### config.mk
export PLATFORM = sky130hd
export DESIGN_NAME = segasys1_sound_cmd
export DESIGN_NICKNAME = d
export VERILOG_FILES = /design/src/rtl/segasys1_sound_cmd.sv
export SDC_FILE = /design/constraint.sdc
export NUM_CORES = 1
export LEC_CHECK = 0
export ABC_AREA = 1
export ABC_CLOCK_PERIOD_IN_PS = 2480
export CAP_MARGIN = 20
export CORE_MARGIN = 2
export CORE_UTILIZATION = 45
export DETAILED_ROUTE_END_ITERATION = 12
export MAX_ROUTING_LAYER = met4
export PLACE_DENSITY = 0.68
export SETUP_SLACK_MARGIN = 0.2
export SYNTH_ARGS = -nofsm -noshare
export SYNTH_HDL_FRONTEND = slang
export SYNTH_SLANG_ARGS = --single-unit
### constraint.sdc
create_clock -name CLK48M -period 2.48 [get_ports CLK48M]
set_clock_uncertainty 0.05 [all_clocks]
set_input_delay 0.496 -clock CLK48M [delete_from_list [all_inputs] [get_ports CLK48M]]
set_output_delay 0.496 -clock CLK48M [all_outputs]
set_load 0.01 [all_outputs]
### src/rtl/segasys1_sound_cmd.sv
// Sound-CPU side of the main->sound command path: synchronised request capture,
// a small command FIFO, and an edge-per-command NMI generator with an enforced low gap.
// state  | meaning
// IDLE   | no command outstanding, SNMI low
// ASSERT | command at FIFO head, SNMI high until the sound CPU pops it
// GAP    | SNMI held low for NMI_GAP cycles so the next NMI is a fresh edge
module segasys1_sound_cmd #(
  parameter int DEPTH_LOG2  = 2,
  parameter int SYNC_STAGES = 2,
  parameter int NMI_GAP     = 16
) (
  input  logic       CLK48M,
  input  logic       RESET_N,
  input  logic       SNDRQ,
  input  logic [7:0] CMDIN,
  input  logic       SCPU_RD,
  output logic [7:0] SCMD,
  output logic       SNMI,
  output logic       PEND,
  output logic       OVF
);

  localparam int DEPTH = 1 << DEPTH_LOG2;
  localparam int PW    = DEPTH_LOG2 + 1;
  localparam int CW    = $clog2(NMI_GAP + 1);

  typedef enum logic [1:0] {ST_IDLE, ST_ASSERT, ST_GAP} state_t;

  logic [SYNC_STAGES-1:0] req_sync;
  logic                   req_d;
  logic                   push;
  logic                   rd_d1, rd_d2;
  logic                   pop_req;
  logic [PW-1:0]          wr_ptr, rd_ptr, wr_next, rd_next;
  logic                   full, empty, do_push, do_pop;
  logic [7:0]             mem [DEPTH];
  logic [7:0]             last_q;
  state_t                 state, state_next;
  logic [CW-1:0]          cnt, cnt_next;

  // push is a registered edge pulse so the write lands SYNC_STAGES+1 edges after first sample
  always_ff @(posedge CLK48M or negedge RESET_N) begin
    if (!RESET_N) begin
      req_sync <= '0;
      req_d    <= 1'b0;
      push     <= 1'b0;
      rd_d1    <= 1'b0;
      rd_d2    <= 1'b0;
    end else begin
      req_sync <= {req_sync[SYNC_STAGES-2:0], SNDRQ};
      req_d    <= req_sync[SYNC_STAGES-1];
      push     <= req_sync[SYNC_STAGES-1] & ~req_d;
      rd_d1    <= SCPU_RD;
      rd_d2    <= rd_d1;
    end
  end

  assign pop_req = rd_d2 & ~rd_d1;
  assign full    = (wr_ptr[PW-1] != rd_ptr[PW-1]) && (wr_ptr[PW-2:0] == rd_ptr[PW-2:0]);
  assign empty   = (wr_ptr == rd_ptr);
  assign do_pop  = pop_req & ~empty;
  assign do_push = push & (~full | do_pop);
  assign wr_next = wr_ptr + PW'(do_push);
  assign rd_next = rd_ptr + PW'(do_pop);

  always_ff @(posedge CLK48M or negedge RESET_N) begin
    if (!RESET_N) begin
      wr_ptr <= '0;
      rd_ptr <= '0;
      PEND   <= 1'b0;
      OVF    <= 1'b0;
      last_q <= 8'h00;
    end else begin
      wr_ptr <= wr_next;
      rd_ptr <= rd_next;
      PEND   <= (wr_next != rd_next);
      if (push && full && !do_pop) OVF <= 1'b1;
      if (do_pop) last_q <= mem[rd_ptr[PW-2:0]];
    end
  end

  always_ff @(posedge CLK48M) begin
    if (do_push) mem[wr_ptr[PW-2:0]] <= CMDIN;
  end

  assign SCMD = empty ? last_q : mem[rd_ptr[PW-2:0]];

  always_ff @(posedge CLK48M or negedge RESET_N) begin
    if (!RESET_N) begin
      state <= ST_IDLE;
      cnt   <= '0;
    end else begin
      state <= state_next;
      cnt   <= cnt_next;
    end
  end

  always_comb begin
    state_next = state;
    cnt_next   = cnt;
    case (state)
      ST_IDLE:   if (PEND) state_next = ST_ASSERT;
      ST_ASSERT: if (do_pop) begin
        state_next = ST_GAP;
        cnt_next   = CW'(NMI_GAP - 1);
      end
      ST_GAP: begin
        if (cnt == '0) state_next = PEND ? ST_ASSERT : ST_IDLE;
        else           cnt_next   = cnt - CW'(1);
      end
      default:   state_next = ST_IDLE;
    endcase
  end

  always_comb begin
    SNMI = (state == ST_ASSERT);
  end

endmodule

======== Word level (Yosys, flattened, before mapping) ========
Memory sizes are Yosys's and may differ from the RTL's.
Cells that the tools add are included.
word-level totals
  memories kept ........................... 1
  output and inout bits ................... 11
  logic and storage cells ................. 55
  register bits ........................... 29
  memory bits (writable) .................. 32
  input bits .............................. 12
operators by class
  bitwise operators ....................... 9
  $add $sub $neg .......................... 3
  reduce and logical (&&, ||, !) cells .... 9
  muxes and demuxes ....................... 11
  equality and inequality tests ........... 10
memory list
  memory  depth  bits a word  read ports  clocked after memory_dff  write ports  RTL line  RTL
  mem     4      8            1           0                         1            36        logic [7:0] mem [DEPTH];
operator list
  operator                                                number
  two-way mux 5 bit                                       2
  one-hot mux 5 bit (2 select lines)                      1
  two-way mux 8 bit                                       1
  adder 3 x 1 -> 3 bit                                    2
  two-way mux 2 bit                                       3
  inequality test 2 bit (second input constant)           3
  one-hot mux 2 bit (3 select lines)                      1
  AND reduction 3 bit                                     2
  zero test 5 bit                                         1
  subtractor 5 x 1 -> 5 bit (second input constant)       1
  bitwise AND 1 bit                                       4
  NOT 1 bit                                               4
  equality test 3 bit                                     1
  logical AND 1 bit                                       3
  two-way mux 1 bit                                       3
  inequality test 3 bit                                   1
  equality test 2 x 1 -> 1 bit (second input constant)    1
  equality test 2 bit                                     1
  equality test 2 bit (second input constant)             1
  zero test 2 bit                                         1
  inequality test 2 x 1 -> 1 bit (second input constant)  1
  nonzero test 2 bit                                      1
  zero test 1 bit                                         1
  inequality test 1 bit                                   1
  bitwise OR 1 bit                                        1

======== Longest topological paths before layout ========
Gate-level depths: netlist of the first run.
  word-level depth ........................ 7
  gate-level depth with buffers ........... 14
  gate-level depth less buffers ........... 13

======== Worst setup path before layout of the first run ========
OpenSTA, ideal clock, no wires.
  path type ............................... flip-flop to flip-flop
  from .................................... register rd_ptr[1]
  to ...................................... register PEND
  stages on the path, launching flop included .. 15
  buffers on the path ..................... 1
  data required time ...................... 2.360 ns
  period minus slack after synthesis ...... 2.101 ns
  arrival time ............................ 1.980 ns
  setup slack ............................. 0.379 ns
  path through ............................ dfrtp_1 > buf_6 > inv_4 > nand2_1 > nand2_2 > nand2_1 > nor3_1 > inv_1 > nand2_1 > inv_1 > ha_1 > ha_1 > xor2_1 > or2_2 > nand4_1
on the way
  cells in the longest elaborated chain, start to end .. 7
ends and longest elaborated chain
  element                                                     RTL line  RTL
  start, declared                                             34        logic [PW-1:0] wr_ptr, rd_ptr, wr_next, rd_next;
  start signal, assigned                                      75        rd_ptr <= rd_next;
  equality test 3 bit or equality test 2 bit (tied branches)  60, 59
  NOT 1 bit or logical AND 1 bit (tied branches)              61, 59
  bitwise AND 1 bit or NOT 1 bit (tied branches)              61, 62
  bitwise OR 1 bit (*)                                        62        assign do_push = push & (~full | do_pop);
  bitwise AND 1 bit (*)                                       62
  adder 3 x 1 -> 3 bit (*)                                    63        assign wr_next = wr_ptr + PW'(do_push);
  named net wr_next[2]                                        34
  inequality test 3 bit (*)                                   76        PEND <= (wr_next != rd_next);
  end signal, assigned                                        76
  end, declared                                               19        output logic PEND,
Mark *: on every way through the listed nets, which the timed path passes. The rest lies on a longest branch.
A chain may end at the register's enable or synchronous reset.

======== Worst setup path in the final report of the first run ========
  from .................................... register rd_ptr[0]
  to ...................................... register PEND
RTL lines
  element                    RTL line  RTL
  equality test 3 bit        60        assign empty = (wr_ptr == rd_ptr);
  NOT 1 bit                  61        assign do_pop = pop_req & ~empty;
  bitwise AND 1 bit          61
  adder 3 x 1 -> 3 bit (*)   64        assign rd_next = rd_ptr + PW'(do_pop);
  named net rd_next[2]       34
  inequality test 3 bit (*)  76
Marked as above.

==> flow_summary.toml, run 1 <==
[worst_setup_path]
r2r_end = "PEND"
end_kind = "register"
r2r_start = "rd_ptr[0]"
arrival_ps = 2490
timing.reg2reg.worst_path_depth = 13
crit_fanout = 9
crit_required_ps = 2710
critPathKind = "register to register"
r2r_slack_ps = 210
startpoint_type = "register"

[clock_tree]
clockBufferDepth = 2
cts.sinks = 61
cts.hold.buffers_added = 0
clk_latency_ps = 340
ctsHtreeMaxLevel = 3
clk_pin_slew_worst_paths_ps = 70
cts_buffers = 9
root_buffer = "clkbuf_8"
cts_tree = "built"

[power_and_ir_drop]
internal-power_uw = 2910
p_leak_uw = 0.00147
irDropWorstVdd_mv = 0.600
p_switching_uw = 1660
power_density_nw_per_um2 = 1340
power_frac_comb = 0.448
swShare = 0.363
clockPowerShare = 0.230
seq_power_share = 0.322

[hold_path]
min_from = "req_sync[0]"
hp-class = "register to register"
min_path_cells = 0
holdPathEnd = "req_sync[1]"

[die]
row_count = 27
pin_count = 23
die_w_um = 80.5
die_area_um2 = 6480
core_um2 = 5570
die_y_um = 80.5
start_util = 0.473

[logic_synthesis]
synth.distinct_cells = 29
yosys_warnings = 0
syn_nets = 258
synth-compound-area-share = 0.112
synth_top_area_frac = 0.365
synthXorXnorAreaFrac = 0.0133
synth_top_area_cell = "edfxtp_1"
syn_area_per_cell_um2 = 11.0
synth.area.top_cells = "edfxtp_1, dfrtp_1, nand2_1, o21ai_0, inv_1"
syn_inst = 240
synthAdderAreaFrac = 0.0285
ys_ff_latch = 61
syn_area_um2 = 2630
synth.area.mux_share = 0
synth_top_family_by_area = "simple AND/OR/NAND/NOR gates"
yosys.area_share.simple = 0.144
ys_seq_area_frac = 0.640

[placement]
gp_congestion = 0.785
hpwlAfterDp_um = 3110
pre_cts_ws_ps = 181
port_buffers = 22
placed_area_um2 = 2930

[finish]
nNetsFinal = 313
final_area_um2 = 3420
mostFrequentLayoutCells = "nand2_1, edfxtp_1, dfrtp_1"
drive_gt1_frac = 0.290
area_delta_synth_final_pct = 29.7
fillCellCount = 432
final_common_cell = "nand2_1"
diodes = 0

[outcome]
outcome = "finished, final reports clean"

[routing]
vias_per_cell = 4.94
drt_wl_total_um = 5190
antenna_left = 0
vias = 1839
drc = 0
drtIter0Drc = 96
routedWlPerCell_um = 13.9
firstDrtPassIters = 4

[timing]
setup_viol = 0
relSlewSlack = 0.644
worstMarginPinSlew_ps = 534
finalHoldViolCount = 0
period_needed_ps = 2270
whs_ps = 293
fmax_mhz = 441
fin_ws_ps = 214
slew_viol_final = 0
fin_crit_sh = 0.914
setup_tns_ps = 0
rsz0062_at_grt = "true"

[grt]
first_global_vias = 1764
grt_overflow_total = 0
antenna_found_initial = 0
grtUsageTotal = 0.179
grt_max_degree = 30
grt_pass1_wl_um = 8160

[run]
drv_cap = 0
## registers in the layout, indices dropped and copies added, names as in the netlist, 2 cells and up
| signal | count |
|---|---|
| mem | 32 |
| req_sync | 2 |
| rd_ptr | 3 |
| wr_ptr | 3 |
| state | 2 |
| cnt | 5 |
| last_q | 8 |
## power by group through the flow
stage / combinational (uW) / sequential (uW) / clock (uW)
after floorplan: 1130 / 1440 / 0
after global placement: 1600 / 1490 / 0
after detailed placement: 1630 / 1490 / 0
after CTS: 1860 / 1470 / 1070
after global routing: 2260 / 1500 / 1120
final: 2050 / 1480 / 1050
## kinds of logic (layout without fill, tap and decap cells)
kind of cell | Yosys count | in the layout
AO/OA/AOI/OAI | 50 | 50
XOR/XNOR | 4 | 4
adder cells (fa/ha/maj) | 6 | 6
buffers and inverters | 33 | 92
flip-flops | 61 | 61
AND/OR/NAND/NOR | 86 | 87
## worst max path at each step
stage	end	startpoint	slack [ps]
2_1_floorplan	PEND	rd_ptr[1]	380
3_3_place_gp	SCMD[2]	rd_ptr[1]	210
3_5_place_dp	SCMD[2]	rd_ptr[1]	180
4_1_cts	SCMD[2]	rd_ptr[0]	190
5_1_grt	PEND	rd_ptr[0]	90
6_report	PEND	rd_ptr[0]	210
## synthesized netlist by cell type
| master | count |
|---|---|
| xor2_1 | 2 |
| o21ai_1 | 9 |
| nand3_2 | 1 |
| o21ai_0 | 19 |
| dfrtp_1 | 29 |
| inv_1 | 23 |
| a21o_1 | 1 |
| nand3_4 | 1 |
| ha_1 | 6 |
| inv_4 | 3 |
| o22ai_1 | 8 |
| or2_2 | 1 |
| edfxtp_1 | 32 |
| o21ai_2 | 8 |
| buf_8 | 1 |
| nand2_4 | 1 |
| buf_2 | 3 |
| a21oi_1 | 4 |
| nor2_1 | 23 |
| nand3_1 | 7 |
| nand4_1 | 1 |
| o31ai_1 | 1 |
| nand2_1 | 44 |
| inv_2 | 1 |
| nor2_2 | 1 |
| nand2_2 | 5 |
| xnor2_1 | 2 |
| nor3_1 | 1 |
| buf_6 | 2 |
## repair_timing
item / in CTS / in global routing
pin swaps: 4 / 3
cloned: 1 / 0
buffers inserted: 11 / 11
setup endpoints to repair: 12 / 33
resized for setup: 33 / 20
## routing by layer
layer  wire [um]  track usage
met1        2370        0.227
met2        2470        0.261
met3         267       0.0438
met4          80        0.110
met5           0            -
## per-stage QoR
step	total power [uW]	std cells	utilization
6_report	4570	372	0.613
5_1_grt	4880	372	0.613
4_1_cts	4400	361	0.596
3_5_place_dp	3120	333	0.525
3_3_place_gp	3090	333	0.525
2_1_floorplan	2570	240	-
## worst max-delay path, stage by stage (launching register included)
cell and delay, ps:
dfrtp_2 440, buf_6 140, nand2_1 90, nand2_4 110
nand3_4 130, buf_4 170, nand2_4 60, inv_4 40
ha_1 190, ha_1 190, xor2_1 180, inv_1 80
or2_2 270, nand4_1 70
## cell type report
| type | count | area (um2) | share of cell area |
|---|---|---|---|
| flip-flops and latches | 61 | 1690 | 0.494 |
| multi-input cells | 147 | 868 | 0.254 |
| repair buffers | 49 | 422 | 0.123 |
| clock buffers | 9 | 124 | 0.0363 |
| clock inverters | 7 | 113 | 0.0330 |
| inverters | 27 | 111 | 0.0326 |
| well taps | 72 | 90.1 | 0.0264 |
Power figures use the tool's default switching activity.
==> run 2, diff against run 1 <==
- CORE_UTILIZATION: 45 -> 57
- CTS_CLUSTER_SIZE: unset -> 10
- PLACE_DENSITY: 0.68 -> 0.82
- SETUP_SLACK_MARGIN: 0.2 -> 0.1
==> run 2 against run 1 <==
Compared with the run above:
- the run now ends with setup timing left
- final cell count decreased by 8.9%
- clock power decreased by 32%
- worst setup slack got worse by 230 ps
- utilization increased by 12 points
- sequential power about the same
- maximum frequency decreased by 9.2%
- first-iteration DRC count increased by 27%
- final area decreased by 5.9%
==> flow_summary.toml, run 2 (synthesized netlist as in run 1, its figures left out) <==
[routing]
antenna_left = 0
vias = 1847
vias_per_cell = 5.45
drc = 0
routedWlPerCell_um = 14.8
firstDrtPassIters = 4
drtIter0Drc = 122
drt_wl_total_um = 5020

[grt]
grtUsageTotal = 0.220
antenna_found_initial = 0
first_global_vias = 1790
grt_overflow_total = 0
grt_max_degree = 30
grt_pass1_wl_um = 8190

[worst_setup_path]
crit_fanout = 8
critPathKind = "register to output port"
startpoint_type = "register"
end_kind = "output port"
crit_required_ps = 1930
arrival_ps = 1950

[finish]
largest_register_ffs = 32
area_delta_synth_final_pct = 22.0
mostFrequentLayoutCells = "nand2_1, edfxtp_1, dfrtp_1"
final_common_cell = "nand2_1"
diodes = 0
nNetsFinal = 300
drive_gt1_frac = 0.216
final_area_um2 = 3210

[die]
die_w_um = 72.0
die_y_um = 72.0
row_count = 24
die_area_um2 = 5180
core_um2 = 4410
pin_count = 23
start_util = 0.597

[timing]
relSlewSlack = 0.468
fin_ws_ps = -14.9
setup_tns_ps = -14.9
whs_ps = 317
period_needed_ps = 2490
worstMarginPinSlew_ps = 794
rsz0062_at_grt = "true"
fin_crit_sh = 1.01
finalHoldViolCount = 0
fmax_mhz = 401
slew_viol_final = 0
setup_viol = 1

[hold_path]
hp-class = "register to register"

[clock_tree]
ctsHtreeMaxLevel = 3
cts.sinks = 61
root_buffer = "clkbuf_8"
clk_pin_slew_worst_paths_ps = 60
clk_latency_ps = 340
cts.hold.buffers_added = 0
cts_tree = "built"
cts_buffers = 9
clockBufferDepth = 2

[run]
drv_cap = 0

[outcome]
failed_checks = "setup timing"
outcome = "finished with violations"

[power_and_ir_drop]
irDropWorstVdd_mv = 0.664
seq_power_share = 0.367
p_switching_uw = 1570
swShare = 0.388
power_frac_comb = 0.455
total_power_uw = 4040
power_density_nw_per_um2 = 1260
clockPowerShare = 0.178
internal-power_uw = 2470
p_leak_uw = 0.00141

[placement]
hpwlAfterDp_um = 3220
gp_congestion = 0.857
port_buffers = 22
placed_area_um2 = 2900
[run 2: cell types whose count changed in the layout (fill, tap and decap cells not counted), sizes merged, moves of 2 or more]
cell and change:
buf -19, dlymetal6s2s +5, bufinv -3, clkinv +3
inv -2
[run 2: what timing repair did]
action | 4_1_cts | 5_1_grt
pin swaps | 2 | 3
gates cloned | 1 | 0
endpoints found under the setup margin | 17 | 33
setup buffers | 4 | 6
gates resized for setup | 6 | 22
[run 2: stage by stage]
stage / worst slack [ps] / util / std cells
detailed placement: -1.76 / 0.656 / 312
global placement: 129 / 0.656 / 312
floorplan: 379 / - / 240
global route: -127 / 0.728 / 339
finish: -14.9 / 0.728 / 339
CTS: -99.1 / 0.701 / 333
[run 2: power by group through the flow]
stage	Combinational (uW)	Clock (uW)	Sequential [uW]
after global placement	1550	0	1500
final	1840	718	1480
after global routing	2050	771	1510
after detailed placement	1600	0	1510
after CTS	1670	734	1490
after floorplan	1130	0	1440
[run 2: metal layers]
metal	share of wire	global-route usage	vias up
met2	0.48	0.332	56
met5	0	-	-
met4	0.016	0.0901	0
li1	-	-	895
met1	0.44	0.278	888
met3	0.059	0.0694	8
[run 2: critical path, cell delays in order (launching register included)]
cell	delay [ps]
dfrtp_2	470
buf_6	150
nand2_1	100
nand2_4	90
nand3_4	110
nand2_1	70
o21ai_1	80
clkdlybuf4s50_1	550
[run 2: final timing paths]
| check | startpoint | endpoint | slack, ps | cells past startpoint |
|---|---|---|---|---|
| max reg2reg | rd_ptr[0] | PEND | 190 | 13 |
| max | rd_ptr[0] | SCMD[4] | -10 | 7 |
| min | req_sync[0] | req_sync[1] | 320 | 0 |
| min reg2reg | req_sync[0] | req_sync[1] | 320 | 0 |
| max in group asynchronous | RESET_N | rd_ptr[0] | 1590 | 2 |
| min in group asynchronous | RESET_N | last_q[6] | 490 | 2 |
[run 2: cell type report]
cell class                 instances  area, um2
inverter                          27        111
timing repair buffer              36        339
fill                             302       1200
multi-input combinational        147        852
clock buffer                      10        128
clock inverter                     6       30.0
sequential                        61       1690
tap                               52       65.1
==> run 3, diff against run 2 <==
- MAX_ROUTING_LAYER: met4 -> unset
- TNS_END_PERCENT: unset -> 100
==> run 3 against run 2 <==
Compared with the run above:
- the flow still finishes with violations (setup timing)
- wire length up 0.24%
- via count grew 1.2%
- sequential power barely moved
- critical endpoint unchanged
- utilization is the same
- total power is 0.17% higher
- critical path depth unchanged
- worst hold slack lost 0.60 ps
- first-iteration DRC count rose by 3.3%
==> flow_summary.toml, run 3 (synthesized netlist as in run 1, its figures left out) <==
[clock_tree]
cts.hold.buffers_added = 0
ctsHtreeMaxLevel = 3
clk_latency_ps = 330
cts_buffers = 9
clk_pin_slew_worst_paths_ps = 60
clockBufferDepth = 2
root_buffer = "clkbuf_8"
cts_tree = "built"
cts.sinks = 61

[finish]
final_common_cell = "nand2_1"
seq_area_um2 = 1690
final_area_um2 = 3210
diodes = 0
instances_no_fill = 339
nNetsFinal = 300
multi_input_area_um2 = 852
drive_gt1_frac = 0.216
area_delta_synth_final_pct = 22.0
fillCellCount = 302
largest_register_ffs = 32
mostFrequentLayoutCells = "nand2_1, edfxtp_1, dfrtp_1"

[timing]
fmax_mhz = 399
finalHoldViolCount = 0
slew_viol_final = 0
rsz0062_at_grt = "true"
relSlewSlack = 0.468
worstMarginPinSlew_ps = 795
setup_viol = 1
fin_crit_sh = 1.01
fin_ws_ps = -27.0
period_needed_ps = 2510

[placement]
place_inst = 312
gp_congestion = 0.844
port_buffers = 22
hpwlAfterDp_um = 3220
placed_area_um2 = 2900
pre_cts_ws_ps = -1.76

[worst_setup_path]
arrival_ps = 1960
critPathBufInv = 2
slowest_stage = "clkdlybuf4s50_1"
crit_path_max_incr_delay_ps = 550
cp_top_family = "buffers and inverters"
setup.worst_path.start = "rd_ptr[0]"
r2r_start = "rd_ptr[0]"
r2r_end = "PEND"
crit_fanout = 8
worst_path_most_repeated_cell = "nand2_1"
endpoint = "SCMD[4]"
worst-path-stages = 7
startpoint_type = "register"
r2r_slack_ps = 190
critPathKind = "register to output port"
crit_required_ps = 1930
crit_chain = "buf_6 > nand2_1 > nand2_4 > nand3_4 > nand2_1 > o21ai_1 > clkdlybuf4s50_1"
end_kind = "output port"
timing.reg2reg.worst_path_depth = 13

[power_and_ir_drop]
p_leak_uw = 0.00141
power_density_nw_per_um2 = 1260
irDropWorstVdd_mv = 0.666

[die]
start_util = 0.597
die_w_um = 72.0
pin_count = 23
die_area_um2 = 5180
core_um2 = 4410
die_y_um = 72.0
row_count = 24

[routing]
drtIter0Drc = 126
vias_per_cell = 5.52
routedWlPerCell_um = 14.8
drt_wl_total_um = 5030
vias = 1870
drc = 0
firstDrtPassIters = 4
antenna_left = 0

[hold_path]
hp-class = "register to register"

[grt]
first_global_vias = 1783
grt_max_degree = 30
grtUsageTotal = 0.214
grt_pass1_wl_um = 8200
grt_overflow_total = 0
antenna_found_initial = 0

[outcome]
outcome = "finished with violations"
failed_checks = "setup timing"

[run]
drv_cap = 0
==> run 3: cell counts in the layout (fill, tap and decap cells not counted) <==
No cell type changed its count.
==> run 3: through the flow <==
step | util | hold WS [ps] | setup TNS, ps | power (uW)
floorplan | - | 150 | 0 | 2570
global placement | 0.656 | 286 | 0 | 3050
detailed placement | 0.656 | 292 | -1.76 | 3110
CTS | 0.701 | 322 | -483 | 3890
global route | 0.728 | 327 | -127 | 4330
finish | 0.728 | 316 | -27.0 | 4040
==> run 3: how the worst min path moves through the flow <==
| stage | to | startpoint | slack, ps | cells after the start |
|---|---|---|---|---|
| detailed placement | req_sync[1] | req_sync[0] | 290 | 0 |
| floorplan | OVF | RESET_N | 150 | 0 |
| finish | req_sync[1] | req_sync[0] | 320 | 0 |
| CTS | req_sync[1] | req_sync[0] | 320 | 0 |
| global placement | req_sync[1] | req_sync[0] | 290 | 0 |
| global route | req_sync[1] | req_sync[0] | 330 | 0 |
==> run 3: what timing repair did <==
item                                   in CTS  in global routing
setup buffers                               4                  6
cloned                                      1                  0
pin swaps                                   2                  3
endpoints found under the hold margin       0                  0
setup endpoints to repair                  17                 33
gates resized for setup                     6                 22
==> run 3: cell type report <==
type                       count  area share
clock buffer                  10      0.0397
clock inverter                 6     0.00934
inverter                      27      0.0346
multi-input combinational    147       0.265
sequential                    61       0.525
tap                           52      0.0202
timing repair buffer          36       0.105
==> run 3: report_power, final <==
| part | switching, uW | internal [uW] |
|---|---|---|
| combinational | 1040 | 799 |
| sequential | 163 | 1320 |
| clock | 368 | 350 |
==> run 3: layer usage <==
| metal | share of wire | GRT usage | vias to the layer above |
|---|---|---|---|
| li1 | - | - | 897 |
| met1 | 0.45 | 0.279 | 895 |
| met2 | 0.48 | 0.332 | 68 |
| met3 | 0.056 | 0.0694 | 10 |
| met4 | 0.022 | 0.0901 | 0 |
| met5 | 0 | 0 | - |
